===== src/rtl/id_ex_stage_pkg.sv =====
// Shared decode/execute definitions: register indices, ALU opcodes and
// the control bundle carried from ID into EX.
package id_ex_stage_pkg;

    localparam int OPW     = 4;
    localparam int ALU_OPW = OPW;
    localparam logic [3:0] PC_IDX = 4'd15;

    typedef enum logic [OPW-1:0] {
        ALU_ADD  = 4'd0,
        ALU_SUB  = 4'd1,
        ALU_AND  = 4'd2,
        ALU_OR   = 4'd3,
        ALU_XOR  = 4'd4,
        ALU_SLL  = 4'd5,
        ALU_SRL  = 4'd6,
        ALU_SRA  = 4'd7,
        ALU_SLT  = 4'd8,
        ALU_SLTU = 4'd9,
        ALU_MOV  = 4'd10
    } alu_op_e;

    typedef struct packed {
        logic               rf_le;
        logic               mem_load;
        logic               mem_write;
        logic               s_bit;
        logic [ALU_OPW-1:0] alu_op;
    } ctrl_t;

    localparam ctrl_t CTRL_NOP = '0;

endpackage


===== src/rtl/id_ex_stage_fwd_mux.sv =====
// Per-operand bypass select: EX over MEM over WB over register file.
// The PC index always takes the register-file value.
module fwd_mux
    import id_ex_stage_pkg::*;
#(
    parameter int DW = 32
) (
    input  logic [3:0]    idx_i,
    input  logic [DW-1:0] rf_i,
    input  logic          ex_en_i,
    input  logic [3:0]    ex_idx_i,
    input  logic [DW-1:0] ex_val_i,
    input  logic          mem_en_i,
    input  logic [3:0]    mem_idx_i,
    input  logic [DW-1:0] mem_val_i,
    input  logic          wb_en_i,
    input  logic [3:0]    wb_idx_i,
    input  logic [DW-1:0] wb_val_i,
    output logic [DW-1:0] op_o
);

    always_comb begin
        op_o = rf_i;
        if (idx_i != PC_IDX) begin
            if (ex_en_i && ex_idx_i == idx_i) begin
                op_o = ex_val_i;
            end else if (mem_en_i && mem_idx_i == idx_i) begin
                op_o = mem_val_i;
            end else if (wb_en_i && wb_idx_i == idx_i) begin
                op_o = wb_val_i;
            end
        end
    end

endmodule


===== src/rtl/id_ex_stage.sv =====
// ID/EX pipeline register with operand forwarding and load-use
// detection; presents hazard-free operands and control to EX.
module id_ex_stage
    import id_ex_stage_pkg::*;
#(
    parameter int DW  = 32,
    parameter int OPW = ALU_OPW
) (
    input  logic           Clk,
    input  logic           Rst_n,
    input  logic           id_valid,
    input  logic [DW-1:0]  PA,
    input  logic [DW-1:0]  PB,
    input  logic [DW-1:0]  PD,
    input  logic [3:0]     RA,
    input  logic [3:0]     RB,
    input  logic [3:0]     RD,
    input  logic           id_use_a,
    input  logic           id_use_b,
    input  logic           id_use_d,
    input  logic [3:0]     id_dst,
    input  logic           id_rf_le,
    input  logic           id_mem_load,
    input  logic           id_mem_write,
    input  logic           id_s_bit,
    input  logic [OPW-1:0] id_alu_op,
    input  logic [DW-1:0]  ex_alu_result,
    input  logic [3:0]     mem_rw,
    input  logic [3:0]     wb_rw,
    input  logic           mem_le,
    input  logic           wb_le,
    input  logic [DW-1:0]  mem_result,
    input  logic [DW-1:0]  wb_pw,
    input  logic           stall,
    input  logic           flush,
    output logic           load_use,
    output logic           ex_valid,
    output logic           ex_rf_le,
    output logic           ex_mem_load,
    output logic           ex_mem_write,
    output logic           ex_s_bit,
    output logic [OPW-1:0] ex_alu_op,
    output logic [3:0]     ex_dst,
    output logic [DW-1:0]  ex_a,
    output logic [DW-1:0]  ex_b,
    output logic [DW-1:0]  ex_d
);

    logic          valid_q, valid_d;
    ctrl_t         ctrl_q, ctrl_d;
    logic [3:0]    dst_q, dst_d;
    logic [DW-1:0] a_q, a_d;
    logic [DW-1:0] b_q, b_d;
    logic [DW-1:0] d_q, d_d;
    logic [DW-1:0] fa, fb, fd;
    logic          ex_fwd;
    logic          hit_a, hit_b, hit_d;

    // A load's EX result is an address, so it must not be bypassed.
    assign ex_fwd = valid_q && ctrl_q.rf_le && !ctrl_q.mem_load;

    fwd_mux #(.DW(DW)) u_fwd_a (
        .idx_i(RA), .rf_i(PA),
        .ex_en_i(ex_fwd), .ex_idx_i(dst_q), .ex_val_i(ex_alu_result),
        .mem_en_i(mem_le), .mem_idx_i(mem_rw), .mem_val_i(mem_result),
        .wb_en_i(wb_le), .wb_idx_i(wb_rw), .wb_val_i(wb_pw),
        .op_o(fa)
    );

    fwd_mux #(.DW(DW)) u_fwd_b (
        .idx_i(RB), .rf_i(PB),
        .ex_en_i(ex_fwd), .ex_idx_i(dst_q), .ex_val_i(ex_alu_result),
        .mem_en_i(mem_le), .mem_idx_i(mem_rw), .mem_val_i(mem_result),
        .wb_en_i(wb_le), .wb_idx_i(wb_rw), .wb_val_i(wb_pw),
        .op_o(fb)
    );

    fwd_mux #(.DW(DW)) u_fwd_d (
        .idx_i(RD), .rf_i(PD),
        .ex_en_i(ex_fwd), .ex_idx_i(dst_q), .ex_val_i(ex_alu_result),
        .mem_en_i(mem_le), .mem_idx_i(mem_rw), .mem_val_i(mem_result),
        .wb_en_i(wb_le), .wb_idx_i(wb_rw), .wb_val_i(wb_pw),
        .op_o(fd)
    );

    assign hit_a = id_use_a && RA == dst_q;
    assign hit_b = id_use_b && RB == dst_q;
    assign hit_d = id_use_d && RD == dst_q;

    assign load_use = id_valid && valid_q && ctrl_q.mem_load
                   && ctrl_q.rf_le && dst_q != PC_IDX
                   && (hit_a || hit_b || hit_d);

    always_comb begin
        valid_d = valid_q;
        ctrl_d  = ctrl_q;
        dst_d   = dst_q;
        a_d     = a_q;
        b_d     = b_q;
        d_d     = d_q;
        if (flush || (!stall && load_use)) begin
            valid_d = 1'b0;
            ctrl_d  = CTRL_NOP;
            dst_d   = '0;
            a_d     = '0;
            b_d     = '0;
            d_d     = '0;
        end else if (!stall) begin
            valid_d = id_valid;
            ctrl_d  = CTRL_NOP;
            dst_d   = '0;
            if (id_valid) begin
                ctrl_d.rf_le     = id_rf_le;
                ctrl_d.mem_load  = id_mem_load;
                ctrl_d.mem_write = id_mem_write;
                ctrl_d.s_bit     = id_s_bit;
                ctrl_d.alu_op    = ALU_OPW'(id_alu_op);
                dst_d            = id_dst;
            end
            a_d = fa;
            b_d = fb;
            d_d = fd;
        end
    end

    always_ff @(posedge Clk or negedge Rst_n) begin
        if (!Rst_n) begin
            valid_q <= 1'b0;
            ctrl_q  <= CTRL_NOP;
            dst_q   <= '0;
            a_q     <= '0;
            b_q     <= '0;
            d_q     <= '0;
        end else begin
            valid_q <= valid_d;
            ctrl_q  <= ctrl_d;
            dst_q   <= dst_d;
            a_q     <= a_d;
            b_q     <= b_d;
            d_q     <= d_d;
        end
    end

    assign ex_valid     = valid_q;
    assign ex_rf_le     = ctrl_q.rf_le;
    assign ex_mem_load  = ctrl_q.mem_load;
    assign ex_mem_write = ctrl_q.mem_write;
    assign ex_s_bit     = ctrl_q.s_bit;
    assign ex_alu_op    = OPW'(ctrl_q.alu_op);
    assign ex_dst       = dst_q;
    assign ex_a         = a_q;
    assign ex_b         = b_q;
    assign ex_d         = d_q;

endmodule


===== config.mk =====
export PLATFORM = sky130hd
export DESIGN_NAME = id_ex_stage
export DESIGN_NICKNAME = d
export VERILOG_FILES = /design/src/rtl/id_ex_stage_pkg.sv /design/src/rtl/id_ex_stage_fwd_mux.sv /design/src/rtl/id_ex_stage.sv
export SDC_FILE = /design/constraint.sdc
export NUM_CORES = 1
export LEC_CHECK = 0
export CAP_MARGIN = 5
export CORE_MARGIN = 1.5
export CORE_UTILIZATION = 28
export DETAILED_ROUTE_END_ITERATION = 16
export PLACE_DENSITY = 0.6
export SYNTH_ARGS = -nofsm -noshare
export SYNTH_HDL_FRONTEND = slang
export SYNTH_SLANG_ARGS = --single-unit

===== constraint.sdc =====
create_clock -name Clk -period 2.15 [get_ports Clk]
set_input_delay 0.43 -clock Clk [delete_from_list [all_inputs] [get_ports Clk]]
set_output_delay 0.43 -clock Clk [all_outputs]
set_load 0.005 [all_outputs]

After elaboration in Yosys (flattened, before gate mapping)
Index checks and enable logic that the tools add are counted.
Storage, ports and cells
  output and inout port bits: 110
  register bits after elaboration: 109
  word-level logic and storage cells: 78
Cells by class
  muxes and demuxes: 26
  equal/unequal tests: 17
  reductions and logical operators: 25
Operator list (count)
  $mux 32: 18
  $eq 4x4->1: 12
  $mux 8: 3
  $logic_and 1x1->1: 20
  $ne 4x4->1 const B: 4
  $mux 4: 3
  $logic_or 1x1->1: 3
  $logic_not 1->1: 2
  $mux 1: 2
  $ne 2x1->1 const B: 1

Longest topological paths before layout
  depth in word-level cells: 8
  depth in mapped cells: 10
  gate-level depth less buffers: 6

Cells and area by module
From an unflattened synthesis, not the netlist that was laid out.
Unflattened totals
  cells, all modules: 1092
  area total of the unflattened synthesis: 8837.2 µm²
By module, submodules not included
  id_ex_stage: area each 4618.2 µm², sequential area each 2727.6 µm², cells each 486, times used 1
  fwd_mux: area each 1406.3 µm², sequential area each 0.0 µm², cells each 202, times used 3

Worst setup path before layout
Ideal clock, no wire load.
  path type: register -> output
  start point: reg dst_q[1] (netlist: ex_dst[1])
  end point: out load_use
  data arrival time: 1693 ps
  cell stages (with the launch flop): 8
  path slack: 27 ps
  data required time: 1720 ps
  path through: dfrtp_1 > buf_2 > xor2_1 > nor4_4 > clkbuf_1 > a22o_1 > nand2_1 > nand2_1
Between the ends
  cells in the longest elaborated chain, start to end: 5
  elaborated cells on any way between the ends: 11
Ends and longest elaborated chain
  from (decl): line id_ex_stage.sv:51  | logic [3:0] dst_q, dst_d;
  from (signal assigned): line id_ex_stage.sv:137  | dst_q <= dst_d;
  $eq 4x4->1, on equally long branches: line id_ex_stage.sv:86, id_ex_stage.sv:87
  $logic_and 1x1->1, on equally long branches: line id_ex_stage.sv:86, id_ex_stage.sv:87
  $logic_or 1x1->1 (2 in series): line id_ex_stage.sv:92  | && (hit_a || hit_b || hit_d);
  $logic_and 1x1->1 *: line id_ex_stage.sv:92
  to (decl): line id_ex_stage.sv:36  | output logic load_use,
Every way passes the cells marked *; elsewhere a longest branch is shown, timed or not.

Worst setup path after layout
  start point: reg dst_q[2] (netlist: ex_dst[2])
  end point: out load_use
Same word-level chain as after synthesis.

==> reports/summary.json <==
{
  "result_of_the_run": {"value": "finished with violations"},
  "violations_in_the_final_reports": {"value": "negative setup slack"},
  "die-width": {"value": 175, "unit": "µm"},
  "ant_nets": {"value": 0},
  "final_layout_size_suffix_gt1_frac": {"value": 0.175},
  "worst_slew_pin_slew": {"value": 0.539, "unit": "ns"},
  "drtPass1Iterations": {"value": 5},
  "syn_avg_cell_area": {"value": 7.40, "unit": "µm²"},
  "gr-total-overflow": {"value": 0},
  "total_number_of_vias": {"value": 11200},
  "worst_hold_check_slack": {"value": 0.397, "unit": "ns"},
  "syn_std_cell_area": {"value": 8290, "unit": "µm²"},
  "p_leak": {"value": 5.39, "unit": "nW"},
  "final_critical_path_setup_slack": {"value": -0.0406, "unit": "ns"},
  "finalHoldViolations": {"value": 0},
  "clock_insertion_delay_worst_skew": {"value": 0.36, "unit": "ns"},
  "final.min_clock_period": {"value": 2.19, "unit": "ns"},
  "finish.instance_area": {"value": 14200, "unit": "µm²"},
  "clkSinkCount": {"value": 109},
  "synth-seq-area-share": {"value": 0.329},
  "drv_slew": {"value": 0},
  "drc": {"value": 0},
  "clock-root-buffer": {"value": "clkbuf_16"},
  "synthesis.instances": {"value": 1120},
  "placement.io_buffers": {"value": 343},
  "drv.max_cap_violation_count": {"value": 0},
  "timing.max_slew.rel_slack": {"value": 0.641},
  "timing.final.setup_violations": {"value": 16},
  "worst_ep_arrival_time": {"value": 1.76, "unit": "ns"},
  "grt_max_degree": {"value": 65},
  "p_r_area_growth_vs_syn": {"value": 71.0, "unit": "%"},
  "io_pins": {"value": 344},
  "power-per-cell-area": {"value": 448, "unit": "nW/µm²"},
  "timing.critical_path.fanout_max": {"value": 4},
  "critical_path.startpoint_type": {"value": "register"},
  "crit_path_class": {"value": "register to output port"},
  "wire_length_of_the_first_global_routing_pass": {"value": 64.2, "unit": "mm"},
  "drt_iter0_markers": {"value": 1400},
  "worstSetupEndpointType": {"value": "output port"},
  "wirelength_routed": {"value": 46.8, "unit": "mm"},
  "grt_pass1_vias": {"value": 10500},
  "synthesis.yosys.warnings": {"value": 0},
  "cts_tree": {"value": "done"},
  "final_nets": {"value": 1701},
  "rsz0062_at_grt": {"value": "yes"},
  "critical_path_required": {"value": 1.72, "unit": "ns"},
  "floorplan.die_area": {"value": 30600, "unit": "µm²"},
  "worst-r2r-cell-count": {"value": 9},
  "postSynthRegisterBits": {"value": 109},
  "vdd_ir_drop_max": {"value": 0.458, "unit": "mV"},
  "floorplan.initialDensity": {"value": 0.286},
  "drt-wirelength-per-cell": {"value": 25.2, "unit": "µm"},
  "die_height": {"value": 175, "unit": "µm"},
  "timing.hold.worst.class": {"value": "input pin to async pin"},
  "fmax": {"value": 456, "unit": "MHz"},
  "fillCellCount": {"value": 2734},
  "post-route-period-util": {"value": 1.02},
  "gpl.final_weighted_congestion": {"value": 0.851},
  "grt_use_total": {"value": 0.272},
  "detailed_place_hpwl": {"value": 28.4, "unit": "mm"},
  "pre_cts_ws": {"value": -0.522, "unit": "ns"},
  "cts.path.max_buffers": {"value": 2},
  "clock_skew": {"value": 0.0164, "unit": "ns"},
  "cts-buffers-inserted": {"value": 9},
  "grt_antenna_before_repair": {"value": 2},
  "path_clk_slew": {"value": 0.09, "unit": "ns"},
  "cts-htree-levels": {"value": 3},
  "yosysUniqueCellTypes": {"value": 27},
  "dpl_cell_area": {"value": 12600, "unit": "µm²"},
  "layout.area.seq": {"value": 2730, "unit": "µm²"},
  "multiInputGateArea": {"value": 5550, "unit": "µm²"},
  "vias_per_cell": {"value": 6.01},
  "syn_nets": {"value": 1354},
  "rows": {"value": 62},
  "core_region_area": {"value": 28900, "unit": "µm²"}
}
## critical path, cell delays in order (launching register included)
cell and delay, ns:
dfrtp_2 0.50, xor2_2 0.18, nor4_4 0.32, a22o_1 0.18, nand2_1 0.05, nand2_1 0.06, buf_2 0.11
## Yosys cell counts (all sizes together)
| cell type | count | area share |
|---|---|---|
| nor3 | 3 | 0.0018 |
| nand4 | 7 | 0.0053 |
| inv | 1 | 0.00045 |
| nand3 | 103 | 0.062 |
| o21ai | 192 | 0.12 |
| a22o | 13 | 0.014 |
| o311a | 96 | 0.12 |
| and3 | 3 | 0.0023 |
| nor2b | 1 | 0.00076 |
| buf | 28 | 0.021 |
| xnor2 | 15 | 0.016 |
| and4 | 1 | 0.0011 |
| nor2 | 194 | 0.088 |
| or2 | 3 | 0.0023 |
| nand2 | 131 | 0.059 |
| and2 | 4 | 0.0033 |
| dfrtp | 109 | 0.33 |
| clkbuf | 94 | 0.043 |
| nor4 | 3 | 0.0077 |
| a21o | 1 | 0.00091 |
| a41oi | 1 | 0.0011 |
| xor2 | 21 | 0.022 |
| a211oi | 96 | 0.087 |
## power by group
group / internal [mW] / switching, mW
Clock: 0.938 / 0.954
Sequential: 2.19 / 0.0983
Combinational: 1.18 / 0.987
## cell type report
cell class,count,area share
Timing Repair Buffer,457,0.359
Tap cell,384,0.0339
Sequential cell,109,0.193
Inverter,1,0.000265
Clock buffer,10,0.0162
Clock inverter,6,0.00556
Multi-Input combinational cell,889,0.392
Antenna cell,2,0.000353
## worst paths after layout
kind	startpoint	endpoint	slack (ns)
max reg2reg	ex_dst[1]	ex_dst[1]	-0.04
min in group Clk	ex_b[10]	ex_b[10]	0.49
max in group asynchronous	Rst_n	ex_d[31]	1.21
min reg2reg	ex_b[10]	ex_b[10]	0.49
max	ex_dst[2]	load_use	-0.04
min	Rst_n	ex_b[8]	0.40
## kinds of logic after synthesis
group / synth area share
flip-flops: 0.329
XOR/XNOR: 0.0381
buffers and inverters: 0.0643
AND/OR/NAND/NOR: 0.234
AO/OA/AOI/OAI: 0.335
## flip-flops by register name, indices dropped and copies added (netlist names)
register      count
ex_a             32
ex_b             32
ex_d             32
ex_alu_op         4
ex_dst            4
ex_mem_load       1
ex_mem_write      1
ex_rf_le          1
ex_s_bit          1
ex_valid          1
## timing repair
action                                 in CTS  in global routing
setup endpoints to repair                 109                110
buffers inserted                            7                  7
pin swaps                                  10                 98
cloned                                      3                 21
endpoints found under the hold margin       1                  0
resized for setup                          40                172
hold buffers                                1                  0
## placed cells by master, fill, tap and decap left out, drive strengths merged, types with 15 or more instances in the layout
cell and count:
o311a 96, xor2 21, clkbuf 25, nand2 131, nor2 194, nand3 103
clkdlybuf4s50 324, buf 101, o21ai 192, xnor2 15, a211oi 96, dfrtp 109
## through the flow
step | util | instances | total power [mW] | TNS [ns]
after floorplan | - | 1120 | 3.01 | 0
after global placement | 0.437 | 1802 | 4.21 | -48.27
after detailed placement | 0.437 | 1802 | 4.22 | -50.47
after CTS | 0.456 | 1828 | 6.17 | -0.0426
after global routing | 0.490 | 1857 | 6.60 | -5.15
final | 0.490 | 1858 | 6.35 | -0.257
## per-layer routing
| metal | vias up | share of wire | global-route usage |
|---|---|---|---|
| met5 | - | 0 | 0 |
| met3 | 136 | 0.099 | 0.0522 |
| li1 | 4820 | - | - |
| met4 | 0 | 0.033 | 0.0994 |
| met1 | 5406 | 0.40 | 0.354 |
| met2 | 810 | 0.47 | 0.449 |
Note: power is estimated with default switching activity, not from simulation.
